--- src/rtl/rvv_vcfg_unit.sv ---
// rvv_vcfg_unit: executes vsetvli / vsetivli / vsetvl and owns the
// architectural vl and vtype CSRs. It is a three-state FSM (IDLE, CALC, RESP):
// a request is latched in IDLE, decoded and committed in CALC, and its rd
// result is presented in RESP. All outputs are registers, so consumers never
// see combinational glitches on vl or vtype.
module rvv_vcfg_unit #(
  parameter int VLEN = 128,
  parameter int ELEN = 32,
  parameter int XLEN = 32,
  parameter int VLW  = $clog2(VLEN) + 1
) (
  input  logic            clk,
  input  logic            rst,
  input  logic            req_valid,
  output logic            req_ready,
  input  logic [1:0]      req_kind,
  input  logic            rs1_is_x0,
  input  logic            rd_is_x0,
  input  logic [XLEN-1:0] avl_in,
  input  logic [XLEN-1:0] vtype_in,
  input  logic            hold,
  input  logic            flush,
  output logic            rsp_valid,
  input  logic            rsp_ready,
  output logic [XLEN-1:0] rsp_vl,
  output logic [VLW-1:0]  vl,
  output logic [2:0]      vsew,
  output logic [2:0]      vlmul,
  output logic            vta,
  output logic            vma,
  output logic            vill,
  output logic            busy
);

  // Largest legal vsew encoding: SEW = 8 << vsew must not exceed ELEN.
  localparam logic [3:0]     MAX_VSEW = 4'($clog2(ELEN / 8));
  localparam logic [VLW-1:0] VLEN_V   = VLW'(VLEN);
  localparam logic [1:0]     K_VSETIVLI = 2'b01;

  typedef enum logic [1:0] {IDLE, CALC, RESP} state_t;
  state_t state;

  // Request captured at the IDLE handshake; decode works only from these.
  logic [1:0]      kind_q;
  logic            rs1_x0_q;
  logic            rd_x0_q;
  logic [XLEN-1:0] avl_q;
  logic [XLEN-1:0] vtype_q;

  // vtype field decode of the latched operand.
  logic [2:0] n_vsew;
  logic [2:0] n_vlmul;
  logic       n_vta;
  logic       n_vma;
  logic       lmul_frac;
  logic [2:0] frac_sh;
  assign n_vsew    = vtype_q[5:3];
  assign n_vlmul   = vtype_q[2:0];
  assign n_vta     = vtype_q[6];
  assign n_vma     = vtype_q[7];
  assign lmul_frac = n_vlmul[2];
  // 8 - vlmul in 3 bits: 111->1 (1/2), 110->2 (1/4), 101->3 (1/8).
  assign frac_sh   = 3'd0 - n_vlmul;

  // vill covers unsupported SEW, reserved LMUL, fractional LMUL too small
  // for SEW (SEW > ELEN*LMUL <=> vsew + log2(1/LMUL) > log2(ELEN/8)),
  // and any nonzero bit above vma, including the vill bit itself.
  logic vill_c;
  assign vill_c = ({1'b0, n_vsew} > MAX_VSEW)
                | (n_vlmul == 3'b100)
                | (lmul_frac && (({1'b0, n_vsew} + {1'b0, frac_sh}) > MAX_VSEW))
                | (|vtype_q[XLEN-1:8]);

  // VLMAX = (VLEN / SEW) * LMUL, built from shifts only.
  logic [VLW-1:0]  vlmax_base;
  logic [VLW-1:0]  vlmax;
  logic [XLEN-1:0] vlmax_x;
  assign vlmax_base = VLEN_V >> ({1'b0, n_vsew} + 4'd3);
  assign vlmax      = lmul_frac ? (vlmax_base >> frac_sh) : (vlmax_base << n_vlmul[1:0]);
  assign vlmax_x    = XLEN'(vlmax);

  // New vl selection; AVL is compared at full XLEN so large AVLs clamp.
  logic [VLW-1:0] nvl;
  always_comb begin
    nvl = '0;
    if (vill_c)
      nvl = '0;
    else if (kind_q == K_VSETIVLI)
      nvl = (avl_q < vlmax_x) ? avl_q[VLW-1:0] : vlmax;
    else if (rs1_x0_q && !rd_x0_q)
      nvl = vlmax;
    else if (rs1_x0_q)
      nvl = (vl < vlmax) ? vl : vlmax;
    else
      nvl = (avl_q < vlmax_x) ? avl_q[VLW-1:0] : vlmax;
  end

  // Control FSM with registered handshake, response and CSR outputs.
  always_ff @(posedge clk or posedge rst) begin
    if (rst) begin
      state     <= IDLE;
      req_ready <= 1'b1;
      busy      <= 1'b0;
      rsp_valid <= 1'b0;
      rsp_vl    <= '0;
      kind_q    <= '0;
      rs1_x0_q  <= 1'b0;
      rd_x0_q   <= 1'b0;
      avl_q     <= '0;
      vtype_q   <= '0;
      vl        <= '0;
      vsew      <= '0;
      vlmul     <= '0;
      vta       <= 1'b0;
      vma       <= 1'b0;
      vill      <= 1'b1;
    end else begin
      case (state)
        // Flush is meaningless here; a concurrent request is still taken.
        IDLE: begin
          if (req_valid && req_ready) begin
            kind_q    <= req_kind;
            rs1_x0_q  <= rs1_is_x0;
            rd_x0_q   <= rd_is_x0;
            avl_q     <= avl_in;
            vtype_q   <= vtype_in;
            req_ready <= 1'b0;
            busy      <= 1'b1;
            state     <= CALC;
          end
        end
        // Flush beats hold; hold simply re-evaluates next cycle.
        CALC: begin
          if (flush) begin
            req_ready <= 1'b1;
            busy      <= 1'b0;
            state     <= IDLE;
          end else if (!hold) begin
            vl        <= nvl;
            vill      <= vill_c;
            vsew      <= vill_c ? 3'b000 : n_vsew;
            vlmul     <= vill_c ? 3'b000 : n_vlmul;
            vta       <= vill_c ? 1'b0   : n_vta;
            vma       <= vill_c ? 1'b0   : n_vma;
            rsp_vl    <= XLEN'(nvl);
            rsp_valid <= 1'b1;
            state     <= RESP;
          end
        end
        // CSRs are already committed; only the rd handshake remains.
        RESP: begin
          if (flush || rsp_ready) begin
            rsp_valid <= 1'b0;
            req_ready <= 1'b1;
            busy      <= 1'b0;
            state     <= IDLE;
          end
        end
        default: begin
          rsp_valid <= 1'b0;
          req_ready <= 1'b1;
          busy      <= 1'b0;
          state     <= IDLE;
        end
      endcase
    end
  end

endmodule

--- config.mk ---
export PLATFORM = sky130hd
export DESIGN_NAME = rvv_vcfg_unit
export DESIGN_NICKNAME = d
export VERILOG_FILES = /design/src/rtl/rvv_vcfg_unit.sv
export SDC_FILE = /design/constraint.sdc
export NUM_CORES = 1
export LEC_CHECK = 0
export ABC_AREA = 1
export CORE_ASPECT_RATIO = 0.6
export CORE_UTILIZATION = 25
export DETAILED_ROUTE_END_ITERATION = 10
export GPL_TIMING_DRIVEN = 0
export PLACE_DENSITY_LB_ADDON = 0.08
export SYNTH_ARGS = -nofsm -noshare
export SYNTH_HDL_FRONTEND = slang
export SYNTH_SLANG_ARGS = --single-unit
export TNS_END_PERCENT = 100
--- constraint.sdc ---
create_clock -name clk -period 7.4 [get_ports clk]
set_clock_uncertainty 0.15 [all_clocks]
set_input_delay 0.74 -clock clk [delete_from_list [all_inputs] [get_ports clk]]
set_output_delay 0.74 -clock clk [all_outputs]
set_load 0.05 [all_outputs]
==> flow_metrics.py <==
metrics = {
    "sta": {
        "worst_pin_slew_ns": 1.03,
        "whs_ns": 0.342,
        "hold_violations": 0,
        "tns_ns": 0,
        "period_needed_ns": 3.31,
        "max_freq_mhz": 302,
        "max_slew_margin": 0.294,
        "fin_ws_ns": 4.09,
        "setup_viol": 0,
        "slew_violations": 0,
        "fin_crit_sh": 0.448,
        "rsz0062_at_grt": "no",
    },
    "global_route": {
        "grt_max_degree": 50,
        "grt_pass1_wl_mm": 19.8,
        "grt_pass1_vias": 3747,
        "antenna_found_initial": 1,
        "grt-ovfl-total": 0,
        "grt_use_total": 0.134,
    },
    "hold_path": {
        "hold_end": "vlmul[1]$_DFFE_PP0P_",
        "min_path_cells": 2,
        "min-delay-start": "vlmul[1]$_DFFE_PP0P_",
        "hold_path.class": "flop to flop",
    },
    "synthesis": {
        "postSynthAreaPerCell_um2": 9.85,
        "yosysSeqAreaShare": 0.481,
        "syn_inst": 476,
        "ys_ff_latch": 90,
        "ys_warn_count": 0,
        "synth_cell_type_count": 42,
        "syn_area_um2": 4690,
    },
    "critical_path": {
        "r2r-start": "vtype_q[0]$_DFFE_PP0P_",
        "r2r_cells": 11,
        "worstPathMaxFanout": 10,
        "r2r_end": "rsp_vl[4]$_DFFE_PP0P_",
        "start_kind": "flop",
        "r2r_slack_ns": 4.09,
        "crit_type": "flop to flop",
        "worstPathRequired_ns": 7.54,
        "cp.arrival_ns": 3.45,
        "end_kind": "flop",
    },
    "place": {
        "dp_hpwl_mm": 9.52,
        "post-place-ws_ns": 4.11,
        "place_congestion": 0.801,
        "post_dp_cell_area_um2": 6120,
        "portBuffers": 101,
    },
    "drt": {
        "antenna_left": 0,
        "routed_wl_mm": 12.0,
        "drtIter0Drc": 150,
        "avgViaCountPerCell": 4.26,
        "dr.pass1.iters": 4,
        "vias": 3651,
        "drc": 0,
        "avgRoutedWirePerCell_um": 14.0,
    },
    "clocking": {
        "clock_latency_ns": 0.35,
        "cts-resized-gates": 0,
        "hold_buffers": 0,
        "clock-root-buffer": "clkbuf_16",
        "h-tree-depth": 3,
        "cts.clk_slew.worst_paths_ns": 0.07,
        "cts_buffers": 9,
        "cts_max_path_buffers": 2,
        "cts_setup_buffers": 0,
        "clock-sinks": 90,
        "cts_tree": "yes",
    },
    "floorplan": {
        "initial_core_util": 0.257,
        "die-area_um2": 19300,
        "coreArea_um2": 18200,
        "die-height_um": 108,
        "fp.dieW_um": 179,
        "rows": 38,
        "io_pins": 126,
    },
    "power": {
        "power.density_nw_per_um2": 161,
        "max-vdd-ir-drop_mv": 0.0835,
        "p_leak_nw": 3.21,
    },
    "final_layout": {
        "area_delta_synth_final_pct": 36.6,
        "fin_util": 0.352,
        "multi_input_area_um2": 2070,
        "register_area_um2": 2250,
        "drive_gt1_frac": 0.211,
        "fillers": 1858,
        "layout_commonest_cell": "clkdlybuf4s50_1",
        "layout_common_cells": "clkdlybuf4s50_1, dfrtp_1, nand2_1",
        "nets": 706,
        "final_cell_area_um2": 6400,
    },
    "run": {
        "cap_viol_max_count": 0,
    },
    "outcome": {
        "outcome": "finished, final reports clean",
    },
}
==> Yosys cell counts (all sizes together) <==
library cell	instances	area [um2]
o41ai	1	8.76
a32o	1	10.0
conb	1	3.75
o211ai	1	7.51
nand4	10	62.6
a21oi	23	126
nor3	1	5.00
or2	3	18.8
a21o	1	7.51
fa	1	20.0
o21a	2	15.0
dfstp	2	52.6
mux2	52	586
a21boi	1	7.51
o2111ai	1	8.76
buf	36	267
nor2	41	166
nand3	26	158
dfrtp	88	2200
clkbuf	6	22.5
a221o	1	10.0
o311ai	1	8.76
nor4	9	56.3
nand2	87	357
a31oi	1	6.26
ha	19	238
clkinv	1	3.75
inv	42	158
o21ai	15	78.8
a2111oi	2	17.5
==> cells by family (layout without fill, tap and decap cells) <==
family          Yosys count  in the layout  synth area share
mux                      52             52             0.125
fa+ha+maj                20             20            0.0550
simple gates            177            177             0.176
other cells               1             25          0.000800
flops                    90             90             0.481
buf+inv                  85            202            0.0961
compound gates           51             51            0.0667
==> worst max-delay path by stage <==
stage	startpoint	endpoint	slack (ns)	cells past startpoint
floorplan	rst	avl_q[0]$_DFFE_PP0P_	4.18	1
CTS	vtype_q[0]$_DFFE_PP0P_	rsp_vl[4]$_DFFE_PP0P_	4.11	11
finish	vtype_q[0]$_DFFE_PP0P_	rsp_vl[4]$_DFFE_PP0P_	4.09	11
global route	vtype_q[0]$_DFFE_PP0P_	rsp_vl[1]$_DFFE_PP0P_	3.80	11
detailed placement	vtype_q[0]$_DFFE_PP0P_	rsp_vl[4]$_DFFE_PP0P_	4.11	11
global placement	rst	vlmul[2]$_DFFE_PP0P_	2.56	2
==> metal layers <==
layer  vias to the layer above  track usage  part of all wire
met5                         -            0                 0
met4                         0       0.0363            0.0093
met1                      1723        0.187              0.50
met3                        13       0.0489             0.077
met2                        91        0.194              0.41
li1                       1824            -                 -
==> through the flow <==
stage | std cells | power [mW]
finish | 857 | 1.03
global route | 856 | 1.07
CTS | 856 | 1.05
detailed placement | 841 | 0.591
global placement | 840 | 0.588
floorplan | 499 | 0.545
==> registers in the layout (all words and copies together), names as in the netlist <==
| register | cells |
|---|---|
| vlmul | 3 |
| avl_q | 32 |
| vsew | 3 |
| rd_x0_q | 1 |
| kind_q | 2 |
| state | 2 |
| busy | 1 |
| rsp_valid | 1 |
| vma | 1 |
| req_ready | 1 |
| vtype_q | 32 |
| vta | 1 |
| rs1_x0_q | 1 |
| rsp_vl | 8 |
| vill | 1 |
==> area by class of cell <==
cell class | count | area share
Sequential cell | 90 | 0.352
Multi-Input combinational cell | 324 | 0.323
Timing Repair Buffer | 102 | 0.162
Tap cell | 240 | 0.0469
Buffer | 42 | 0.0451
Clock buffer | 9 | 0.0352
Inverter | 43 | 0.0256
Clock inverter | 6 | 0.00919
Antenna cell | 1 | 0.000391
==> critical path, cell delays in order (launching register included) <==
cell	delay (ns)
dfrtp_1	0.49
inv_2	0.10
buf_6	0.15
ha_1	0.35
inv_1	0.09
fa_1	0.51
nor2_1	0.05
o41ai_1	0.48
nand3_2	0.31
a21oi_4	0.35
nand3_1	0.14
nand2_1	0.07
==> power breakdown <==
group          internal [mW]  leakage (nW)  switching (mW)
Clock                  0.234         0.136           0.215
Combinational         0.0440          1.91          0.0445
Sequential             0.492          1.16               0
Power figures use the tool's default switching activity.
